## src/rtl/imem_loader_pkg.sv

```systemverilog
// Shared types and constants for the instruction-memory loader.
package imem_loader_pkg;

  localparam int BYTES_PER_WORD = 4;
  localparam int WORD_W         = 32;

  typedef enum logic [2:0] {
    IDLE,
    LOAD,
    WRITE,
    CHECK,
    DONE
  } state_t;

endpackage

```

## src/rtl/imem_loader_if.sv

```systemverilog
// Loader control, byte-stream and instruction-memory write-port signals.
interface imem_loader_if
  import imem_loader_pkg::*;
#(
  parameter int ADDR_W = 8
);

  logic              start;
  logic [ADDR_W-3:0] len_words;
  logic [7:0]        byte_in;
  logic              byte_valid;
  logic              byte_ready;
  logic              im_we;
  logic [ADDR_W-1:0] im_addr;
  logic [WORD_W-1:0] im_wdata;
  logic              cpu_hold;
  logic              busy;
  logic              done;
  logic              err;

  modport master (
    output start, len_words, byte_in, byte_valid,
    input  byte_ready, im_we, im_addr, im_wdata, cpu_hold, busy, done, err
  );

  modport slave (
    input  start, len_words, byte_in, byte_valid,
    output byte_ready, im_we, im_addr, im_wdata, cpu_hold, busy, done, err
  );

endinterface

```

## src/rtl/word_packer.sv

```systemverilog
// Packs accepted bytes big-endian into a word: first byte ends up in [31:24].
module word_packer
  import imem_loader_pkg::*;
(
  input  logic              clk,
  input  logic              rst_n,
  input  logic              clear,
  input  logic              shift_en,
  input  logic [7:0]        byte_in,
  output logic [WORD_W-1:0] word,
  output logic              word_full
);

  localparam int IDX_W = $clog2(BYTES_PER_WORD);

  logic [IDX_W-1:0]  idx;
  logic [WORD_W-9:0] shreg;

  // NOTE: sequential state is updated with non-blocking assignments only, so
  // every flop samples pre-edge values regardless of block ordering.
  always_ff @(posedge clk or negedge rst_n) begin
    if (!rst_n) begin
      idx   <= '0;
      shreg <= '0;
    end else if (clear) begin
      idx   <= '0;
      shreg <= '0;
    end else if (shift_en) begin
      idx   <= idx + IDX_W'(1);
      shreg <= {shreg[WORD_W-17:0], byte_in};
    end
  end

  // The word is complete in the same cycle its last byte is handed over.
  assign word      = {shreg, byte_in};
  assign word_full = shift_en && (idx == IDX_W'(BYTES_PER_WORD - 1));

endmodule

```

## src/rtl/imem_loader.sv

```systemverilog
// Streams bytes into instruction memory one word at a time while holding the core.
// Optional trailing checksum byte: define IMEM_LOADER_CHECKSUM_EN.
module imem_loader
  import imem_loader_pkg::*;
#(
  parameter int ADDR_W = 8
)(
  input  logic         clk,
  input  logic         rst_n,
  imem_loader_if.slave bus
);

  state_t            state;
  logic [ADDR_W-3:0] len_q;
  logic [ADDR_W-3:0] word_cnt;
  logic [ADDR_W-3:0] cnt_inc;
  logic [ADDR_W-1:0] addr_q;
  logic [WORD_W-1:0] wdata_q;
  logic              ready_q;
  logic              we_q;
  logic              busy_q;
  logic              done_q;

  logic              start_fire;
  logic              hs;
  logic              shift_en;
  logic [WORD_W-1:0] pk_word;
  logic              pk_full;

  assign start_fire = (state == IDLE) && bus.start;
  assign hs         = bus.byte_valid && ready_q;
  assign shift_en   = hs && (state == LOAD);
  assign cnt_inc    = word_cnt + 1'b1;

  word_packer u_packer (
    .clk       (clk),
    .rst_n     (rst_n),
    .clear     (start_fire),
    .shift_en  (shift_en),
    .byte_in   (bus.byte_in),
    .word      (pk_word),
    .word_full (pk_full)
  );

  // NOTE: asynchronous reset clears every control flop, so a load cut short
  // drops im_we at once and no partial word survives into the next load.
  always_ff @(posedge clk or negedge rst_n) begin
    if (!rst_n) begin
      state    <= IDLE;
      len_q    <= '0;
      word_cnt <= '0;
      addr_q   <= '0;
      wdata_q  <= '0;
      ready_q  <= 1'b0;
      we_q     <= 1'b0;
      busy_q   <= 1'b0;
      done_q   <= 1'b0;
    end else begin
      we_q   <= 1'b0;
      done_q <= 1'b0;
      case (state)
        IDLE: begin
          if (bus.start) begin
            len_q    <= bus.len_words;
            word_cnt <= '0;
            addr_q   <= '0;
            ready_q  <= 1'b1;
            busy_q   <= 1'b1;
            state    <= LOAD;
          end
        end
        LOAD: begin
          if (pk_full) begin
            wdata_q <= pk_word;
            we_q    <= 1'b1;
            ready_q <= 1'b0;
            state   <= WRITE;
          end
        end
        WRITE: begin
          addr_q   <= addr_q + ADDR_W'(BYTES_PER_WORD);
          word_cnt <= cnt_inc;
          // len_words == 0 wraps cnt_inc back to 0 after a full memory.
          if (cnt_inc == len_q) begin
`ifdef IMEM_LOADER_CHECKSUM_EN
            ready_q <= 1'b1;
            state   <= CHECK;
`else
            busy_q  <= 1'b0;
            done_q  <= 1'b1;
            state   <= DONE;
`endif
          end else begin
            ready_q <= 1'b1;
            state   <= LOAD;
          end
        end
`ifdef IMEM_LOADER_CHECKSUM_EN
        CHECK: begin
          if (hs) begin
            ready_q <= 1'b0;
            busy_q  <= 1'b0;
            done_q  <= 1'b1;
            state   <= DONE;
          end
        end
`endif
        DONE:    state <= IDLE;
        default: state <= IDLE;
      endcase
    end
  end

`ifdef IMEM_LOADER_CHECKSUM_EN
  logic [7:0] sum_q;
  logic       err_q;

  always_ff @(posedge clk or negedge rst_n) begin
    if (!rst_n) begin
      sum_q <= '0;
      err_q <= 1'b0;
    end else if (start_fire) begin
      sum_q <= '0;
      err_q <= 1'b0;
    end else if (shift_en) begin
      sum_q <= sum_q + bus.byte_in;
    end else if (hs && (state == CHECK)) begin
      err_q <= (sum_q + bus.byte_in) != 8'd0;
    end
  end

  assign bus.err = err_q;
`else
  assign bus.err = 1'b0;
`endif

  assign bus.byte_ready = ready_q;
  assign bus.im_we      = we_q;
  assign bus.im_addr    = addr_q;
  assign bus.im_wdata   = wdata_q;
  assign bus.busy       = busy_q;
  assign bus.cpu_hold   = busy_q;
  assign bus.done       = done_q;

endmodule
```

## src/flat_wrapper.sv

```systemverilog
// flat-port wrapper written by rule: the top's interface ports become plain ports
module imem_loader_flat import imem_loader_pkg::*;
#(
  parameter int ADDR_W = 8
)
  (clk, rst_n, bus_start, bus_len_words, bus_byte_in, bus_byte_valid, bus_byte_ready, bus_im_we, bus_im_addr, bus_im_wdata, bus_cpu_hold, bus_busy, bus_done, bus_err);
  imem_loader_if #(.ADDR_W(ADDR_W)) bus_i ();
  input  logic clk;
  input  logic rst_n;
  input wire logic [$bits(bus_i.start)-1:0] bus_start;
  input wire logic [$bits(bus_i.len_words)-1:0] bus_len_words;
  input wire logic [$bits(bus_i.byte_in)-1:0] bus_byte_in;
  input wire logic [$bits(bus_i.byte_valid)-1:0] bus_byte_valid;
  output wire logic [$bits(bus_i.byte_ready)-1:0] bus_byte_ready;
  output wire logic [$bits(bus_i.im_we)-1:0] bus_im_we;
  output wire logic [$bits(bus_i.im_addr)-1:0] bus_im_addr;
  output wire logic [$bits(bus_i.im_wdata)-1:0] bus_im_wdata;
  output wire logic [$bits(bus_i.cpu_hold)-1:0] bus_cpu_hold;
  output wire logic [$bits(bus_i.busy)-1:0] bus_busy;
  output wire logic [$bits(bus_i.done)-1:0] bus_done;
  output wire logic [$bits(bus_i.err)-1:0] bus_err;
  assign bus_i.start = bus_start;
  assign bus_i.len_words = bus_len_words;
  assign bus_i.byte_in = bus_byte_in;
  assign bus_i.byte_valid = bus_byte_valid;
  assign bus_byte_ready = bus_i.byte_ready;
  assign bus_im_we = bus_i.im_we;
  assign bus_im_addr = bus_i.im_addr;
  assign bus_im_wdata = bus_i.im_wdata;
  assign bus_cpu_hold = bus_i.cpu_hold;
  assign bus_busy = bus_i.busy;
  assign bus_done = bus_i.done;
  assign bus_err = bus_i.err;
  imem_loader #(.ADDR_W(ADDR_W)) u_core (.clk(clk), .rst_n(rst_n), .bus(bus_i));
endmodule
```

## config.mk

```make
export PLATFORM = sky130hd
export DESIGN_NAME = imem_loader_flat
export DESIGN_NICKNAME = d
export VERILOG_FILES = /design/src/rtl/imem_loader_pkg.sv /design/src/rtl/imem_loader_if.sv /design/src/rtl/word_packer.sv /design/src/rtl/imem_loader.sv /design/src/flat_wrapper.sv
export SDC_FILE = /design/constraint.sdc
export NUM_CORES = 1
export LEC_CHECK = 0
export ABC_AREA = 1
export CAP_MARGIN = 15
export CORE_MARGIN = 2
export CORE_UTILIZATION = 53
export DETAILED_ROUTE_END_ITERATION = 12
export PLACE_DENSITY = 0.77
export SYNTH_ARGS = -nofsm -noshare
export SYNTH_HDL_FRONTEND = slang
export SYNTH_HIERARCHICAL = 1
export SYNTH_SLANG_ARGS = --single-unit
export TNS_END_PERCENT = 50
```

## constraint.sdc

```tcl
create_clock -name clk -period 2.52 [get_ports clk]
set_input_delay 0.63 -clock clk [delete_from_list [all_inputs] [get_ports clk]]
set_output_delay 0.63 -clock clk [all_outputs]
set_load 0.01 [all_outputs]
```

==> results.md, run 1 <==
- Clk sink count: 83
- Die Area: 7704 µm²
- Worst-path fanout max: 5
- CP Capture Type: output pin
- Buf/Inv on CP: 1
- CTS max path bufs: 2
- Final Core Density: 65.54%
- CTS buffer count: 9
- Count leader, synth: nand2_1
- Drt initial violations: 173
- Initial Util: 54.75%
- Clock transition at the registers of the reported paths: 0.08 ns
- Setup total negative slack: 0 ns
- Register area: 2077 µm²
- Drt pass-1 iters: 4
- P per Cell Area: 748.8 nW/µm²
- Cts-stage hold buffer count: 0
- Rel. slew slack: 61.92%
- Fillers: 564
- Post-synth top flop: dfrtp_1
- Max Freq: 514.0 MHz
- Sequential area share after synthesis: 55.84%
- H-tree levels: 3
- Fin crit period: 1.945 ns
- CTS resizes: 0
- Setup repair bufs after CTS: 0
- Synth cell types: 27
- Critical path required time: 1.89 ns
- LEAKAGE: 0.002304 µW
- Worst path cell trace: clkdlybuf4s50_1
- GP Congestion: 0.8357
- Critical path class: reg2out
- Vias in the first global route: 2782
- Total global-route track usage: 21.10%
- Layout area overhead: 19.71%
- Cell family contributing the most delay on the critical path: buffers and inverters
- FF+latch count, synth: 83
- Final WL: 7.357 mm
- Hold crit path type: in2async
- Ys Warns: 6
- Via count: 2798
- Slew Viols, Final: 0
- CP arrival: 1.32 ns
- Core ar.: 6794 µm²
- Worst path max stage delay: 0.56 ns
- Maximum VDD drop: 413.8 µV
- Max-cap violations: 0
- TritonCTS clock tree: done
- Total gr overflow: 0
- DRC Markers: 0
- Worst-Skew Late Latency: 0.34 ns
- Initial antenna violation count: 0
- RSZ-0062 raised after global routing: false
- Root Buffer: clkbuf_8
- Multi-input gate area: 1341 µm²
- WL/cell: 13.00 µm
- Cell area after synthesis: 3720 µm²
- Post-route clock period utilization: 77.20%
- # rows: 30
- Synth Instances: 415
- Synth cell count leaders: nand2_1 (191), dfrtp_1 (83), inv_1 (24)
- Dpl hpwl: 4.915 mm
- I/O pin total: 64
- Top post-synthesis cells by area: dfrtp_1 (56%), nand2_1 (19%), nand3_2 (6.2%)
- Post-synth top area share: 55.84%
- Mean Syn Cell Area: 8.963 µm²
- Leading area contributor after synthesis: dfrtp_1
- Final setup viols: 0
- IO buf count: 60
- Slowest cell on the critical path: clkdlybuf4s50_1
- Post-route ant nets: 0
- Chip width: 87.78 µm
- Worst slew pin tran: 0.5703 ns
- Clock Skews: 0.01270 ns
- Number of synthesized flops with an enable pin: 0
- Antenna diodes: 0
- Outcome: finished, final reports clean
- First-pass GRT wire length: 12.58 mm
- Ys async rst share: 100.0%
- Fraction of layout cells with a size suffix above 1: 12.34%
- Crit start category: register
- Die Ht: 87.78 µm
- Largest net degree at the start of global routing: 39
- Vias/cell: 4.943
- Final hold vios: 0
- Final nets: 487
-- kinds of logic (layout without fill, tap and decap cells) --
group	after synthesis	in the layout	share of synthesized area, %
flops	83	83	55.84
mux	1	1	0.2691
xor+xnor	1	1	0.2355
buf+inv	56	109	8.510
compound gates	19	19	2.893
fa+ha+maj	3	3	1.009
other cells	1	3	0.1008
simple gates	251	251	31.15
-- routing by layer --
layer	global-route usage, %	share of wire, %	vias up	routed length (µm)
li1	-	-	1375	-
met4	9.371	2.1	0	152
met3	4.430	4.3	11	319
met5	0	0	-	0
met1	26.72	45	1337	3291
met2	35.06	49	75	3594
-- layout by cell type, fill, tap and decap left out, types with 2 or more instances in the layout --
| cell type | count |
|---|---|
| inv_1 | 24 |
| nand4_1 | 2 |
| clkdlybuf4s50_1 | 59 |
| clkinv_2 | 3 |
| nand3_2 | 23 |
| ha_1 | 3 |
| clkbuf_8 | 9 |
| nand3_1 | 21 |
| dfrtp_1 | 83 |
| o21ai_1 | 4 |
| inv_2 | 5 |
| o22ai_1 | 4 |
| nand2_1 | 191 |
| o21ai_0 | 8 |
| nor2_1 | 4 |
| nand2_2 | 3 |
| nor2_2 | 4 |
| nor2_4 | 2 |
| conb_1 | 3 |
| buf_4 | 4 |
-- report_power, final --
part | total (µW) | switching, µW | internal [µW]
registers | 1760 | 180 | 1580
logic | 781 | 460 | 321
clock network | 796 | 447 | 349
total | 3330 | 1090 | 2250
-- path summary, 6_finish.rpt --
check / from / to / slack, ns / cells past startpoint
setup / recovery: u_core/bus.im_addr[2] / bus_im_addr[2] / 0.57 / 1
hold / removal: rst_n / u_core/len_q[2] / 0.21 / 1
setup reg to reg: u_core/state[1] / u_core/bus.im_wdata[6] / 0.78 / 10
hold reg to reg: u_core/bus.im_wdata[26] / u_core/bus.im_wdata[26] / 0.47 / 2
max in group asynchronous: rst_n / u_core/u_packer/shreg[6] / 1.71 / 2
min in group clk: u_core/bus.im_wdata[26] / u_core/bus.im_wdata[26] / 0.47 / 2
-- layout make-up --
class	count	share of cell area [%]
Timing Repair Buffer	64	14.39
Clock inverter	5	0.7024
Tap cell	96	2.697
Clock buffer	10	2.866
Inverter	30	2.585
Sequential cell	83	46.64
Multi-Input combinational cell	278	30.12
-- stage by stage --
stage | instances | total power [µW] | hold WS, ns | cell area [µm²] | setup slack, ns
finish | 566 | 3335 | 0.2082 | 4453 | 0.5747
global route | 566 | 3563 | 0.2307 | 4453 | 0.5091
CTS | 566 | 3364 | 0.2122 | 4453 | 0.5540
detailed placement | 551 | 2566 | 0.4574 | 4294 | 0.3415
global placement | 551 | 2538 | 0.4561 | 4294 | 0.3612
floorplan | 417 | 2292 | 0.3344 | 3727 | 0.6138
-- flip-flops by register name (all words and copies together) (netlist names), 2 cells and up --
| name | flops |
|---|---|
| u_core/bus.im_wdata | 32 |
| u_core/u_packer/shreg | 24 |
| u_core/u_packer/idx | 2 |
| u_core/word_cnt | 6 |
| u_core/bus.im_addr | 6 |
| u_core/len_q | 6 |
| u_core/state | 3 |
No activity file was read; power rests on OpenSTA's default activity.
==> run 2, diff against run 1 <==
--- a/config.mk
+++ b/config.mk
@@ -8,9 +8,9 @@
 export ABC_AREA = 1
 export CAP_MARGIN = 15
 export CORE_MARGIN = 2
-export CORE_UTILIZATION = 53
+export CORE_UTILIZATION = 48
 export DETAILED_ROUTE_END_ITERATION = 12
-export PLACE_DENSITY = 0.77
+export PLACE_DENSITY = 0.73
 export SYNTH_ARGS = -nofsm -noshare
 export SYNTH_HDL_FRONTEND = slang
 export SYNTH_HIERARCHICAL = 1
==> constraint.sdc (replaced) <==
create_clock -name clk -period 1.63 [get_ports clk]
set_input_delay 0.4075 -clock clk [delete_from_list [all_inputs] [get_ports clk]]
set_output_delay 0.4075 -clock clk [all_outputs]
set_load 0.01 [all_outputs]
==> run 2 against run 1 <==
First-iteration DRC count grew 1.2%. Global-route usage shrank 1.6 points. Sequential share of layout area shrank 3.0 points. Critical path type is now reg2reg. Largest power group unchanged.
==> results.md, run 2 (synthesis gave the netlist of run 1 again) <==
- Worst-path fanout max: 5 (unchanged)
- Commonest non-fill, non-tap cell in the layout: nand2_1
- LEAKAGE: 0.002699 µW (+17%)
- Hold path startpoint: u_core/bus.im_wdata[29]
- Crit Reg-Reg Startpoint: u_core/word_cnt[0]
- Initial antenna violation count: 0 (unchanged)
- Largest net degree at the start of global routing: 33 (-15%)
- IO buf count: 60 (unchanged)
- Fraction of layout cells with a size suffix above 1: 19.56% (+7.2 points)
- Hold Slack: 0.4725 ns (+0.2643 ns)
- Buf/Inv on CP: 1 (unchanged)
- Most common cell on crit path: nand2_1
- CP Capture Type: register
- CP arrival: 1.90 ns (+0.58 ns)
- Drt initial violations: 175 (+1.2%)
- # rows: 32 (+6.7%)
- Crit path depth: 11 (+10)
- Maximum VDD drop: 571.5 µV (+38%)
- Commonest cells after routing, fill and taps aside: nand2_1 (187), dfrtp_1 (83), dlygate4sd2_1 (41)
- Crit path launch: u_core/word_cnt[0]
- Layout area overhead: 28.05%
- Post-route clock period utilization: 98.39%
- R2r endpoint: u_core/bus.byte_ready
- Critical path class: reg2reg
- Setup total negative slack: 0 ns (unchanged)
- Core ar.: 7607 µm² (+12%)
- First-pass GRT wire length: 13.22 mm (+5.1%)
- R2R Setup Slk: 0.03 ns (-0.75 ns)
- Final Core Density: 62.62% (-2.9 points)
- Clk sink count: 83 (unchanged)
- Final WL: 7.758 mm (+5.5%)
- Root Buffer: clkbuf_8
- Dpl hpwl: 5.317 mm (+8.2%)
- P per Cell Area: 1144 nW/µm² (+53%)
- Hold crit path type: reg2reg
- Antenna diodes: 0 (unchanged)
- Worst path cell trace: ha_2 > inv_1 > nand2_1 > nand2_1 > nor2_1 > nand3_1 > nor2_4 > nand3_4 > nand2_1 > nand2_1 > nand2_1
- Worst path max stage delay: 0.40 ns (-0.16 ns)
- Fin crit period: 1.604 ns
- Final nets: 512 (+5.1%)
- Die Area: 8470 µm² (+9.9%)
- Chip width: 92.03 µm (+4.8%)
- Critical path required time: 1.92 ns (+0.03 ns)
- Vias/cell: 4.846 (-2.0%)
- Slowest cell on the critical path: dfrtp_1
- Final setup margin: 0.02616 ns (-0.5485 ns)
- Total global-route track usage: 19.49% (-1.6 points)
- Worst Setup EP: u_core/bus.byte_ready
- Clock Skews: 0.01049 ns (-0.002213 ns)
- Max reg flops: 32 (unchanged)
- Worst-Skew Late Latency: 0.35 ns (about the same)
- CTS max path bufs: 2 (unchanged)
- TritonCTS clock tree: done
- GP Congestion: 0.7759 (-7.2%)
- Initial Util: 48.90% (-5.9 points)
- WL/cell: 12.97 µm (-0.19%)
- Reg2Reg Depth: 11 (+1)
- Vias in the first global route: 2894 (+4.0%)
- Worst Hold Depth: 2
- Via count: 2898 (+3.6%)
- Final hold vios: 0 (unchanged)
- CTS buffer count: 9 (unchanged)
- Fillers: 639 (+13%)
- Slew Viols, Final: 0 (unchanged)
- Max-cap violations: 0 (unchanged)
- Worst slack at placement: -0.2486 ns (-0.5901 ns)
- Crit start category: register
- I/O pin total: 64 (unchanged)
- Drt pass-1 iters: 4 (unchanged)
- Max Freq: 623.5 MHz
- Die Ht: 92.03 µm (+4.8%)
- Cell family contributing the most delay on the critical path: simple AND/OR/NAND/NOR gates
- Final setup viols: 0 (unchanged)
- Total gr overflow: 0 (unchanged)
- H-tree levels: 3 (unchanged)
- Clock transition at the registers of the reported paths: 0.09 ns (about the same)
- Post-route ant nets: 0 (unchanged)
- RSZ-0062 raised after global routing: true
- Power consumption: 5451 µW (+63%)
- DRC Markers: 0 (unchanged)
- Outcome: finished, final reports clean
## run 2: cell types whose count changed in the layout (fill, tap and decap cells not counted), sizes merged
cell / previous run / this run
clkdlybuf4s50: 59 / 16
dlygate4sd2: 0 / 41
buf: 5 / 29
dlymetal6s2s: 0 / 2
inv: 30 / 32
clkbuf: 10 / 9
clkinv: 4 / 3
clkinvlp: 1 / 2
dlygate4sd3: 0 / 1
## run 2: final cells by class
cell class | count | area [µm²] | area share [%]
flip-flops and latches | 83 | 2077 | 43.60
multi-input cells | 278 | 1406 | 29.52
repair buffers | 89 | 854.6 | 17.94
well taps | 102 | 127.6 | 2.679
clock buffers | 9 | 123.9 | 2.600
inverters | 30 | 122.6 | 2.574
clock inverters | 7 | 51.30 | 1.077
## run 2: what timing repair did
action                                  CTS  global route
cloned                                    0             0
endpoints found under the setup margin   50            42
buffers inserted                          3             7
pin swaps                                 0             7
hold buffers                              1             0
resized for setup                        43            16
hold endpoints to repair                 28             0
## run 2: worst min-delay path by stage
stage,to,slack [ns]
3_3_place_gp,u_core/bus.im_wdata[1],0.36
3_5_place_dp,u_core/bus.im_wdata[2],0.37
5_1_grt,u_core/u_packer/shreg[17],0.50
2_1_floorplan,u_core/bus.busy,0.11
6_report,u_core/bus.im_wdata[29],0.47
4_1_cts,u_core/bus.im_wdata[29],0.48
## run 2: worst min-delay path: cells and delay by family (launching register included)
| family | cells | cell delay [ns] |
|---|---|---|
| flops | 1 | 0.35 |
| simple gates | 2 | 0.10 |
## run 2: where the power goes
group          internal, µW  total, µW  switching, µW
clock                   561       1330            773
sequential             2440       2720            277
combinational           604       1400            796
total                  3600       5450           1850
## run 2: metal layers
layer,vias to the layer above,track usage [%],share of wire (%)
met5,-,0,0
met1,1388,26.50,47
met4,0,7.463,1.6
li1,1429,-,-
met3,11,3.451,3.8
met2,70,31.37,48
## run 2: per-stage QoR
stage,cell area (µm²),instances
global route,4763,598
finish,4763,598
CTS,4651,591
global placement,4487,571
detailed placement,4487,571
floorplan,3777,417
==> run 3, diff against run 2 <==
--- a/config.mk
+++ b/config.mk
@@ -10,6 +10,7 @@
 export CORE_MARGIN = 2
 export CORE_UTILIZATION = 48
 export DETAILED_ROUTE_END_ITERATION = 12
+export HOLD_SLACK_MARGIN = 0.02
 export PLACE_DENSITY = 0.73
 export SYNTH_ARGS = -nofsm -noshare
 export SYNTH_HDL_FRONTEND = slang
==> results of run 3 <==
No change in the layout: final DEF, timing and power equal those of run 2.
